<file path="src/rtl/pipe_pkg.sv">
// Shared types for the decode/execute boundary: forwarding source select and
// the packed ID/EX pipeline register layout.
package pipe_pkg;

    localparam int PIPE_WIDTH = 16;
    localparam int PIPE_AW    = 4;
    localparam int PIPE_CTRLW = 8;

    typedef enum logic [1:0] {
        FWD_RF,
        FWD_WB,
        FWD_MEM,
        FWD_EX
    } fwd_sel_t;

    typedef struct packed {
        logic                  valid;
        logic                  we;
        logic                  isload;
        logic [PIPE_AW-1:0]    wa;
        logic [PIPE_CTRLW-1:0] ctrl;
        logic [PIPE_WIDTH-1:0] opa;
        logic [PIPE_WIDTH-1:0] opb;
    } id_ex_t;

endpackage

</file>
<file path="src/rtl/fwd_mux.sv">
// Per-operand forwarding mux: picks the youngest in-flight writer of ra
// (EX, then MEM, then WB) ahead of the register file read data.
module fwd_mux
    import pipe_pkg::*;
#(
    parameter int WIDTH        = PIPE_WIDTH,
    parameter int ADDRESSWIDTH = PIPE_AW
) (
    input  logic [ADDRESSWIDTH-1:0] ra,
    input  logic [WIDTH-1:0]        rf_data,
    input  logic                    ex_fwd_en,
    input  logic [ADDRESSWIDTH-1:0] ex_wa,
    input  logic [WIDTH-1:0]        ex_data,
    input  logic                    mem_we,
    input  logic [ADDRESSWIDTH-1:0] mem_wa,
    input  logic [WIDTH-1:0]        mem_data,
    input  logic                    wb_we,
    input  logic [ADDRESSWIDTH-1:0] wb_wa,
    input  logic [WIDTH-1:0]        wb_data,
    output logic [WIDTH-1:0]        data,
    output fwd_sel_t                sel
);

    always_comb begin
        sel  = FWD_RF;
        data = rf_data;
        if (ex_fwd_en && (ex_wa == ra)) begin
            sel  = FWD_EX;
            data = ex_data;
        end else if (mem_we && (mem_wa == ra)) begin
            sel  = FWD_MEM;
            data = mem_data;
        end else if (wb_we && (wb_wa == ra)) begin
            // regfile writes on the edge, so this cycle's read is still stale
            sel  = FWD_WB;
            data = wb_data;
        end
    end

endmodule

</file>
<file path="src/rtl/operand_stage.sv">
// Decode-to-execute operand stage: forwarding, load-use stall and the ID/EX register.
// Optional OPERAND_STALL_CNT_EN adds a saturating load-use stall counter output.
module operand_stage
    import pipe_pkg::*;
#(
    parameter int WIDTH        = PIPE_WIDTH,
    parameter int ADDRESSWIDTH = PIPE_AW,
    parameter int CTRLWIDTH    = PIPE_CTRLW
) (
    input  logic                    clk,
    input  logic                    reset,
    input  logic                    id_valid,
    input  logic [ADDRESSWIDTH-1:0] id_ra1,
    input  logic [ADDRESSWIDTH-1:0] id_ra2,
    input  logic [ADDRESSWIDTH-1:0] id_wa,
    input  logic                    id_we,
    input  logic                    id_isload,
    input  logic [CTRLWIDTH-1:0]    id_ctrl,
    input  logic [WIDTH-1:0]        rd1,
    input  logic [WIDTH-1:0]        rd2,
    input  logic [WIDTH-1:0]        ex_result,
    input  logic [ADDRESSWIDTH-1:0] mem_wa,
    input  logic                    mem_we,
    input  logic [WIDTH-1:0]        mem_result,
    input  logic [ADDRESSWIDTH-1:0] wb_wa,
    input  logic                    wb_we,
    input  logic [WIDTH-1:0]        wb_result,
    input  logic                    ex_ready,
    input  logic                    flush,
    output logic                    stall_id,
    output logic                    ex_valid,
    output logic [WIDTH-1:0]        ex_opa,
    output logic [WIDTH-1:0]        ex_opb,
    output logic [ADDRESSWIDTH-1:0] ex_wa,
    output logic                    ex_we,
    output logic                    ex_isload,
    output logic [CTRLWIDTH-1:0]    ex_ctrl
`ifdef OPERAND_STALL_CNT_EN
    ,
    output logic [31:0]             stall_cnt
`endif
);

    id_ex_t          id_ex;
    logic            ex_fwd_en;
    logic            lu;
    logic [WIDTH-1:0] opa;
    logic [WIDTH-1:0] opb;
    fwd_sel_t        opa_sel;
    fwd_sel_t        opb_sel;

    // A load in EX has no result yet; it is handled by the load-use stall instead.
    assign ex_fwd_en = id_ex.valid & id_ex.we & ~id_ex.isload;

    fwd_mux #(.WIDTH(WIDTH), .ADDRESSWIDTH(ADDRESSWIDTH)) u_fwd_a (
        .ra        (id_ra1),
        .rf_data   (rd1),
        .ex_fwd_en (ex_fwd_en),
        .ex_wa     (id_ex.wa),
        .ex_data   (ex_result),
        .mem_we    (mem_we),
        .mem_wa    (mem_wa),
        .mem_data  (mem_result),
        .wb_we     (wb_we),
        .wb_wa     (wb_wa),
        .wb_data   (wb_result),
        .data      (opa),
        .sel       (opa_sel)
    );

    fwd_mux #(.WIDTH(WIDTH), .ADDRESSWIDTH(ADDRESSWIDTH)) u_fwd_b (
        .ra        (id_ra2),
        .rf_data   (rd2),
        .ex_fwd_en (ex_fwd_en),
        .ex_wa     (id_ex.wa),
        .ex_data   (ex_result),
        .mem_we    (mem_we),
        .mem_wa    (mem_wa),
        .mem_data  (mem_result),
        .wb_we     (wb_we),
        .wb_wa     (wb_wa),
        .wb_data   (wb_result),
        .data      (opb),
        .sel       (opb_sel)
    );

    always_comb begin
        if (!reset) begin
            assert (opa_sel != FWD_RF || opa == rd1);
            assert (opb_sel != FWD_RF || opb == rd2);
        end
    end

    assign lu = id_valid & id_ex.valid & id_ex.we & id_ex.isload &
                ((id_ex.wa == id_ra1) | (id_ex.wa == id_ra2));

    assign stall_id = lu | ~ex_ready;

    always_ff @(posedge clk or posedge reset) begin
        if (reset) begin
            id_ex <= '0;
        end else if (!ex_ready) begin
            id_ex <= id_ex;
        end else if (flush) begin
            id_ex.valid  <= 1'b0;
            id_ex.we     <= 1'b0;
            id_ex.isload <= 1'b0;
        end else if (lu) begin
            id_ex.valid  <= 1'b0;
            id_ex.we     <= 1'b0;
            id_ex.isload <= 1'b0;
        end else begin
            id_ex.valid  <= id_valid;
            id_ex.we     <= id_we & id_valid;
            id_ex.isload <= id_isload;
            id_ex.wa     <= id_wa;
            id_ex.ctrl   <= id_ctrl;
            id_ex.opa    <= opa;
            id_ex.opb    <= opb;
        end
    end

    assign ex_valid  = id_ex.valid;
    assign ex_we     = id_ex.we;
    assign ex_isload = id_ex.isload;
    assign ex_wa     = id_ex.wa;
    assign ex_ctrl   = id_ex.ctrl;
    assign ex_opa    = id_ex.opa;
    assign ex_opb    = id_ex.opb;

`ifdef OPERAND_STALL_CNT_EN
    always_ff @(posedge clk or posedge reset) begin
        if (reset) begin
            stall_cnt <= '0;
        end else if (lu && ex_ready && (stall_cnt != 32'hFFFF_FFFF)) begin
            stall_cnt <= stall_cnt + 32'd1;
        end
    end
`endif

endmodule
</file>
<file path="config.mk">
export PLATFORM = sky130hd
export DESIGN_NAME = operand_stage
export DESIGN_NICKNAME = d
export VERILOG_FILES = /design/src/rtl/pipe_pkg.sv /design/src/rtl/fwd_mux.sv /design/src/rtl/operand_stage.sv
export SDC_FILE = /design/constraint.sdc
export NUM_CORES = 1
export LEC_CHECK = 0
export BUFFER_PORTS_ARGS = -buffer_cell sky130_fd_sc_hd__buf_2
export CAP_MARGIN = 0
export CELL_PAD_IN_SITES_DETAIL_PLACEMENT = 1
export CELL_PAD_IN_SITES_GLOBAL_PLACEMENT = 2
export CORE_UTILIZATION = 25
export CTS_BUF_LIST = sky130_fd_sc_hd__clkbuf_16
export CTS_CLUSTER_SIZE = 8
export DETAILED_ROUTE_END_ITERATION = 12
export GPL_TIMING_DRIVEN = 0
export PLACE_DENSITY_LB_ADDON = 0.1
export SYNTH_ARGS = -nofsm -noshare
export SYNTH_HDL_FRONTEND = slang
export SYNTH_SLANG_ARGS = --single-unit
</file>
<file path="constraint.sdc">
create_clock -name clk -period 2.4 [get_ports clk]
set_input_delay 0.24 -clock clk [delete_from_list [all_inputs] [get_ports clk]]
set_output_delay 0.24 -clock clk [all_outputs]
set_load 0.02 [all_outputs]
</file>
==> flow_summary.json, run 1 <==
{
  "status": "finished, violations left",
  "violations": "hold timing",
  "maxCapViolations": 0,
  "instances_no_fill": 759,
  "routed-wl-met2_mm": 6.565,
  "drv_slew": 0,
  "drt-initial-drc-count": 165,
  "combPwrFrac": 0.343,
  "synth_top_flop_cell": "dfrtp_1",
  "report.final.hold_viol_count": 16,
  "switching_power_w": 0.0008841,
  "clk_pin_slew_ns": 0.06,
  "post-cts-setup-buffers": 0,
  "synth_seq_area_share": 0.3423,
  "wl_mm": 14.08,
  "timing.hold.ws_ns": -0.006063,
  "port_buffers": 164,
  "cts_resized": 0,
  "rows": 42,
  "cts_buffers": 5,
  "synth_top_area_cell": "dfrtp_1",
  "drtPass1Iterations": 4,
  "critPathCaptureType": "output pin",
  "max_stage_delay_ns": 0.44,
  "setup_viol": 0,
  "drc": 0,
  "synthArstFlopShare": 1.000,
  "worst_ep_arrival_time_ns": 1.98,
  "clock_sinks": 47,
  "wl_per_cell_um": 18.55,
  "relSlewSlack": 0.5335,
  "synth-edff-count": 0,
  "vias": 3778,
  "clockRootBuffer": "clkbuf_16",
  "fin_crit_sh": 0.9230,
  "top_layer_used": "met4",
  "wl_met1_mm": 6.913,
  "layout-drive-gt1-share": 0.3431,
  "ys_seq_elements": 47,
  "core-area_um2": 13350,
  "fin_skew_ns": 0.002513,
  "power_density_nw_per_um2": 539.0,
  "io_pins": 165,
  "num-nets-final": 699,
  "worstMarginPinSlew_ns": 0.6997,
  "die_w_um": 119.2,
  "antenna_cells": 0,
  "synthTopCellsByArea": "dfrtp_1 (34%), a31oi_1 (8.7%), o311ai_1 (8.2%)",
  "placed_cells": 751,
  "synth_top_area_share": 0.3423,
  "syn_nets": 527,
  "h-tree-depth": 2,
  "grt_pass1_wl_mm": 22.49,
  "synth_cells": 410,
  "swShare": 0.3539,
  "postCtsHoldBufs": 0,
  "startpoint_type": "register",
  "syn2layout_area_growth_pct": 34.89,
  "critical_path_class": "register to output pin",
  "synth_cell_types": 35,
  "path_max_fanout": 10,
  "grt_antenna_before_repair": 0,
  "p_seq_frac": 0.393,
  "netlist_area_um2": 3436,
  "worstPathRequired_ns": 2.16,
  "gp_congestion": 0.8349,
  "hpwl_mm": 12.03,
  "nFillCells": 1668,
  "cts_max_path_buffers": 2,
  "cp_slowest_cell": "dfrtp_1",
  "finalSetupTns_ns": 0,
  "die_h_um": 119.2,
  "grt_pass1_vias": 4075,
  "vias_per_cell": 4.978,
  "fmax_mhz": 451.4,
  "cts_tree": "done",
  "ys_warn_count": 0,
  "track_usage": 0.2039,
  "grt-ovfl-total": 0,
  "start_util": 0.2574,
  "worst_path_most_repeated_cell": "buf_2",
  "grt_max_degree": 25,
  "period_minus_slack_ns": 2.215,
  "wl_met3_um": 527,
  "dieArea_um2": 14220,
  "leakage_nw": 2.120,
  "clock_latency_ns": 0.28,
  "path_cells": "xnor2_1 -> nand4_1 -> a21o_1 -> buf_2 -> clkbuf_1 -> nand2_1 -> buf_2",
  "synth.avg_cell_area_um2": 8.380,
  "power.share.clock": 0.264,
  "p_int_w": 0.001614,
  "antenna_left": 0,
  "peakVddDrop_v": 0.0002512,
  "rsz0062_at_grt": "no",
  "hold_path_class": "primary input to async pin"
}
==> through the flow <==
stage          total power (W)  setup WS [ns]    util  area [µm²]
3_3_place_gp          0.001840        0.05070  0.3354        4477
4_1_cts               0.002542         0.1440  0.3472        4634
2_1_floorplan         0.001480         0.5608       -        3436
5_1_grt               0.002656        0.01299  0.3472        4634
3_5_place_dp          0.001861        0.05151  0.3369        4497
6_report              0.002498         0.1849  0.3472        4634
==> per-layer routing <==
layer,global-route usage,vias up
met5,0,-
met4,0.04272,0
met3,0.02107,4
met2,0.3325,98
met1,0.2893,1795
li1,-,1881
==> cells by family (layout without fill, tap and decap cells) <==
family | Yosys count | in the layout | synth area share
AO/OA/AOI/OAI | 136 | 136 | 0.2731
AND/OR/NAND/NOR | 117 | 117 | 0.2003
buffers and inverters | 80 | 253 | 0.09906
flip-flops | 47 | 47 | 0.3423
XOR/XNOR | 18 | 18 | 0.04588
multiplexers | 12 | 12 | 0.03933
==> registers in the layout, summed over array words and instances, names as in the netlist <==
signal	cells
ex_opa	16
ex_opb	16
ex_ctrl	8
ex_wa	4
ex_isload	1
ex_valid	1
ex_we	1
==> worst paths after layout <==
path,from,end,slack [ns],cells past startpoint
max,ex_wa[3],stall_id,0.18,7
min,reset,ex_we,-0.006,2
max reg2reg,ex_wa[0],ex_opa[5],0.30,6
min reg2reg,ex_ctrl[1],ex_ctrl[1],0.48,1
max in group asynchronous,reset,ex_opa[5],1.89,3
min in group clk,id_ctrl[3],ex_ctrl[3],0.17,2
==> synth_stat cells, types with 3 or more instances <==
cell	instances
a21boi_0	6
a21boi_1	10
a21oi_1	32
a31oi_1	48
and2_1	4
and3_1	17
and4_1	16
buf_2	14
buf_4	4
clkbuf_1	24
dfrtp_1	47
inv_1	35
mux2_1	6
mux2_2	6
nand2_1	33
nand2b_1	3
nand3_1	13
nand3b_1	4
nand4_1	16
nand4b_1	3
nor2_1	3
o311ai_1	32
xnor2_1	12
xor2_1	6
==> layout make-up <==
type | instances | area (µm²) | share of cell area
tap | 176 | 220.2 | 0.04752
buffer | 43 | 201.4 | 0.04347
multi-input combinational | 283 | 1919 | 0.4141
inverter | 37 | 138.9 | 0.02997
clock inverter | 3 | 12.51 | 0.002700
timing repair buffer | 165 | 840.8 | 0.1814
clock buffer | 5 | 125.1 | 0.02700
sequential | 47 | 1176 | 0.2538
==> worst max-delay path: cells and delay by family, from the launching register on <==
family                 cells  cell delay, ns
flip-flops                 1            0.44
buffers and inverters      3            0.73
AND/OR/NAND/NOR            2            0.24
XOR/XNOR                   1            0.15
AO/OA/AOI/OAI              1            0.13
==> placed cells by master, fill, tap and decap left out <==
cell | synthesis | final
buf_2 | 14 | 178
a31oi_1 | 48 | 48
dfrtp_1 | 47 | 47
inv_1 | 35 | 36
nand2_1 | 33 | 33
o311ai_1 | 32 | 32
a21oi_1 | 32 | 32
clkbuf_1 | 24 | 24
and3_1 | 17 | 17
nand4_1 | 16 | 16
and4_1 | 16 | 16
nand3_1 | 13 | 13
xnor2_1 | 12 | 12
a21boi_1 | 10 | 10
mux2_1 | 6 | 6
xor2_1 | 6 | 6
mux2_2 | 6 | 6
a21boi_0 | 6 | 6
clkbuf_16 | 0 | 5
and2_1 | 4 | 4
buf_4 | 4 | 4
nand3b_1 | 4 | 4
nor2_1 | 3 | 3
nand2b_1 | 3 | 3
inv_2 | 2 | 3
nand4b_1 | 3 | 3
a22o_1 | 2 | 2
o2111a_1 | 2 | 2
a222oi_1 | 2 | 2
or2_1 | 2 | 2
a21o_1 | 1 | 1
a32o_1 | 1 | 1
nor3_4 | 1 | 1
or2b_1 | 1 | 1
buf_6 | 1 | 1
nor3_1 | 1 | 1
clkinv_2 | 0 | 1
buf_12 | 0 | 1
==> power groups by stage <==
| stage | clock (W) | sequential (W) | combinational, W |
|---|---|---|---|
| floorplan | 0 | 0.00113 | 0.000352 |
| global placement | 0 | 0.000992 | 0.000848 |
| global route | 0.000723 | 0.000999 | 0.000934 |
| finish | 0.000660 | 0.000983 | 0.000856 |
| detailed placement | 0 | 0.000997 | 0.000864 |
| CTS | 0.000692 | 0.000984 | 0.000866 |
Power figures use the tool's default switching activity.
==> inputs of run 2 (changes only) <==
Settings changed: CORE_ASPECT_RATIO set to 1.2, CTS_CLUSTER_SIZE 8 to 25, MAX_ROUTING_LAYER set to met4.
==> run 2 against run 1 <==
The run now ends clean. Die area about the same. Global-route usage up 1.3 points. Clock power about the same. Critical path depth down 1. Via count up 3.8%. Combinational power up 1%. Sequential power about the same. Cell count down 1.1%. Worst hold slack better by 0.17 ns. First-iteration DRC count down 6.1%. Clock-buffer cell count unchanged. Largest cell class unchanged. Largest power group unchanged.
==> flow_summary.json, run 2 (same netlist as run 1, synthesis figures left out) <==
{
  "clockRootBuffer": "clkbuf_16",
  "hold_path_class": "primary input to register",
  "place_area_um2": 4487,
  "hold_path_depth": 2,
  "fmax_mhz": 459.0,
  "dpl_worst_slack_ns": -0.06782,
  "mostFrequentLayoutCells": "buf_2 (178), a31oi_1 (48), dfrtp_1 (47)",
  "gp_congestion": 0.9220,
  "drt-initial-drc-count": 155,
  "grt_pass1_wl_mm": 22.50,
  "rsz0062_at_grt": "no",
  "max_stage_delay_ns": 0.46,
  "path_depth": 6,
  "die_h_um": 130.4,
  "startpoint_type": "register",
  "drv_slew": 0,
  "antenna_cells": 0,
  "maxCapViolations": 0,
  "worst_ep_arrival_time_ns": 2.38,
  "status": "complete, no violations",
  "power_density_nw_per_um2": 543.1,
  "relSlewSlack": 0.4643,
  "worstPathRequired_ns": 2.60,
  "antenna_left": 0,
  "clock_sinks": 47,
  "setup_viol": 0,
  "num-nets-final": 699,
  "postLayoutCellArea_um2": 4629,
  "r2r_cells": 6,
  "drtPass1Iterations": 4,
  "path_cells": "xnor2_1 -> nand4_1 -> nor2_1 -> clkbuf_1 -> nand2_1 -> a31oi_1",
  "peakVddDrop_v": 0.0002682,
  "grt_antenna_before_repair": 0,
  "setup_ws_ns": 0.2212,
  "vias_per_cell": 5.222,
  "syn2layout_area_growth_pct": 34.74,
  "start_util": 0.2584,
  "cts_max_path_buffers": 2,
  "rows": 46,
  "core-area_um2": 13300,
  "grt-ovfl-total": 0,
  "path_max_fanout": 10,
  "clk_pin_slew_ns": 0.07,
  "critical_path_class": "register to register",
  "clock_latency_ns": 0.29,
  "track_usage": 0.2164,
  "report.final.hold_viol_count": 0,
  "hpwl_mm": 12.26,
  "fin_skew_ns": 0.009360,
  "leakage_nw": 2.116,
  "wl_per_cell_um": 19.78,
  "layout-drive-gt1-share": 0.3413,
  "grt_max_degree": 37,
  "drc": 0,
  "cts_tree": "done",
  "cts_resized": 0,
  "vias": 3922,
  "path_delay_family": "simple AND/OR/NAND/NOR gates",
  "cp_slowest_cell": "nor2_1",
  "path_buf_inv": 1,
  "fin_crit_sh": 0.9078,
  "period_minus_slack_ns": 2.179,
  "wl_mm": 14.86,
  "critPathCaptureType": "register",
  "grt_pass1_vias": 4087,
  "dieArea_um2": 14220,
  "nFillCells": 1671,
  "worstMarginPinSlew_ns": 0.8036,
  "cts_buffers": 5,
  "io_pins": 165,
  "h-tree-depth": 2,
  "die_w_um": 109.0,
  "post-cts-setup-buffers": 0,
  "final_common_cell": "buf_2",
  "port_buffers": 164
}
## run 2: cell count changes in the layout (fill, tap and decap cells not counted), sizes merged
| cell | previous run | this run |
|---|---|---|
| clkbuf | 29 | 28 |
| clkinv | 1 | 2 |
| dlygate4sd3 | 0 | 1 |
| inv | 39 | 38 |
## run 2: final timing paths
path,end,slack (ns),start
setup / recovery,ex_opa[5],0.22,ex_wa[2]
hold / removal,ex_wa[1],0.17,id_wa[1]
setup reg to reg,ex_opa[5],0.22,ex_wa[2]
hold reg to reg,ex_ctrl[0],0.49,ex_ctrl[0]
max in group asynchronous,ex_opa[0],1.48,reset
min in group asynchronous,ex_ctrl[1],0.42,reset
## run 2: layout make-up
type / count / area [µm²] / share of cell area
buffer: 42 / 197.7 / 0.04270
clock buffer: 5 / 125.1 / 0.02703
sequential: 47 / 1176 / 0.2541
multi-input combinational: 283 / 1919 / 0.4146
timing repair buffer: 166 / 850.8 / 0.1838
tap: 168 / 210.2 / 0.04541
inverter: 37 / 138.9 / 0.03000
clock inverter: 3 / 11.26 / 0.002432
## run 2: metal layers
layer | global-route usage | vias up | part of all wire
met4 | 0.03498 | 0 | 0.011
li1 | - | 1890 | -
met2 | 0.3888 | 133 | 0.52
met3 | 0.02331 | 11 | 0.048
met1 | 0.2628 | 1888 | 0.42
met5 | - | - | 0
## run 2: metrics by stage
stage | util | instances | TNS (ns) | power, W | hold WS, ns
global placement | 0.3360 | 742 | -0.2739 | 0.001849 | 0.4585
global route | 0.3482 | 751 | 0 | 0.002661 | 0.1668
floorplan | - | 410 | 0 | 0.001480 | 0.3684
detailed placement | 0.3375 | 743 | -0.1935 | 0.001875 | 0.1916
CTS | 0.3485 | 752 | 0 | 0.002540 | 0.1682
finish | 0.3482 | 751 | 0 | 0.002514 | 0.1657
## run 2: repair_timing
item	4_1_cts	5_1_grt
endpoints found under the hold margin	11	0
endpoints found under the setup margin	0	1
hold buffers	1	0
## run 2: where the power goes
group	switching (W)	internal, W
Clock	0.000288	0.000375
Combinational	0.000535	0.000332
Sequential	0.0000780	0.000906
## run 2: worst reg2reg max path, stage by stage (launching register included)
cell and delay [ns]:
dfrtp_1 0.44, xnor2_1 0.19, nand4_1 0.19, nor2_1 0.46
clkbuf_1 0.46, nand2_1 0.16, a31oi_1 0.19
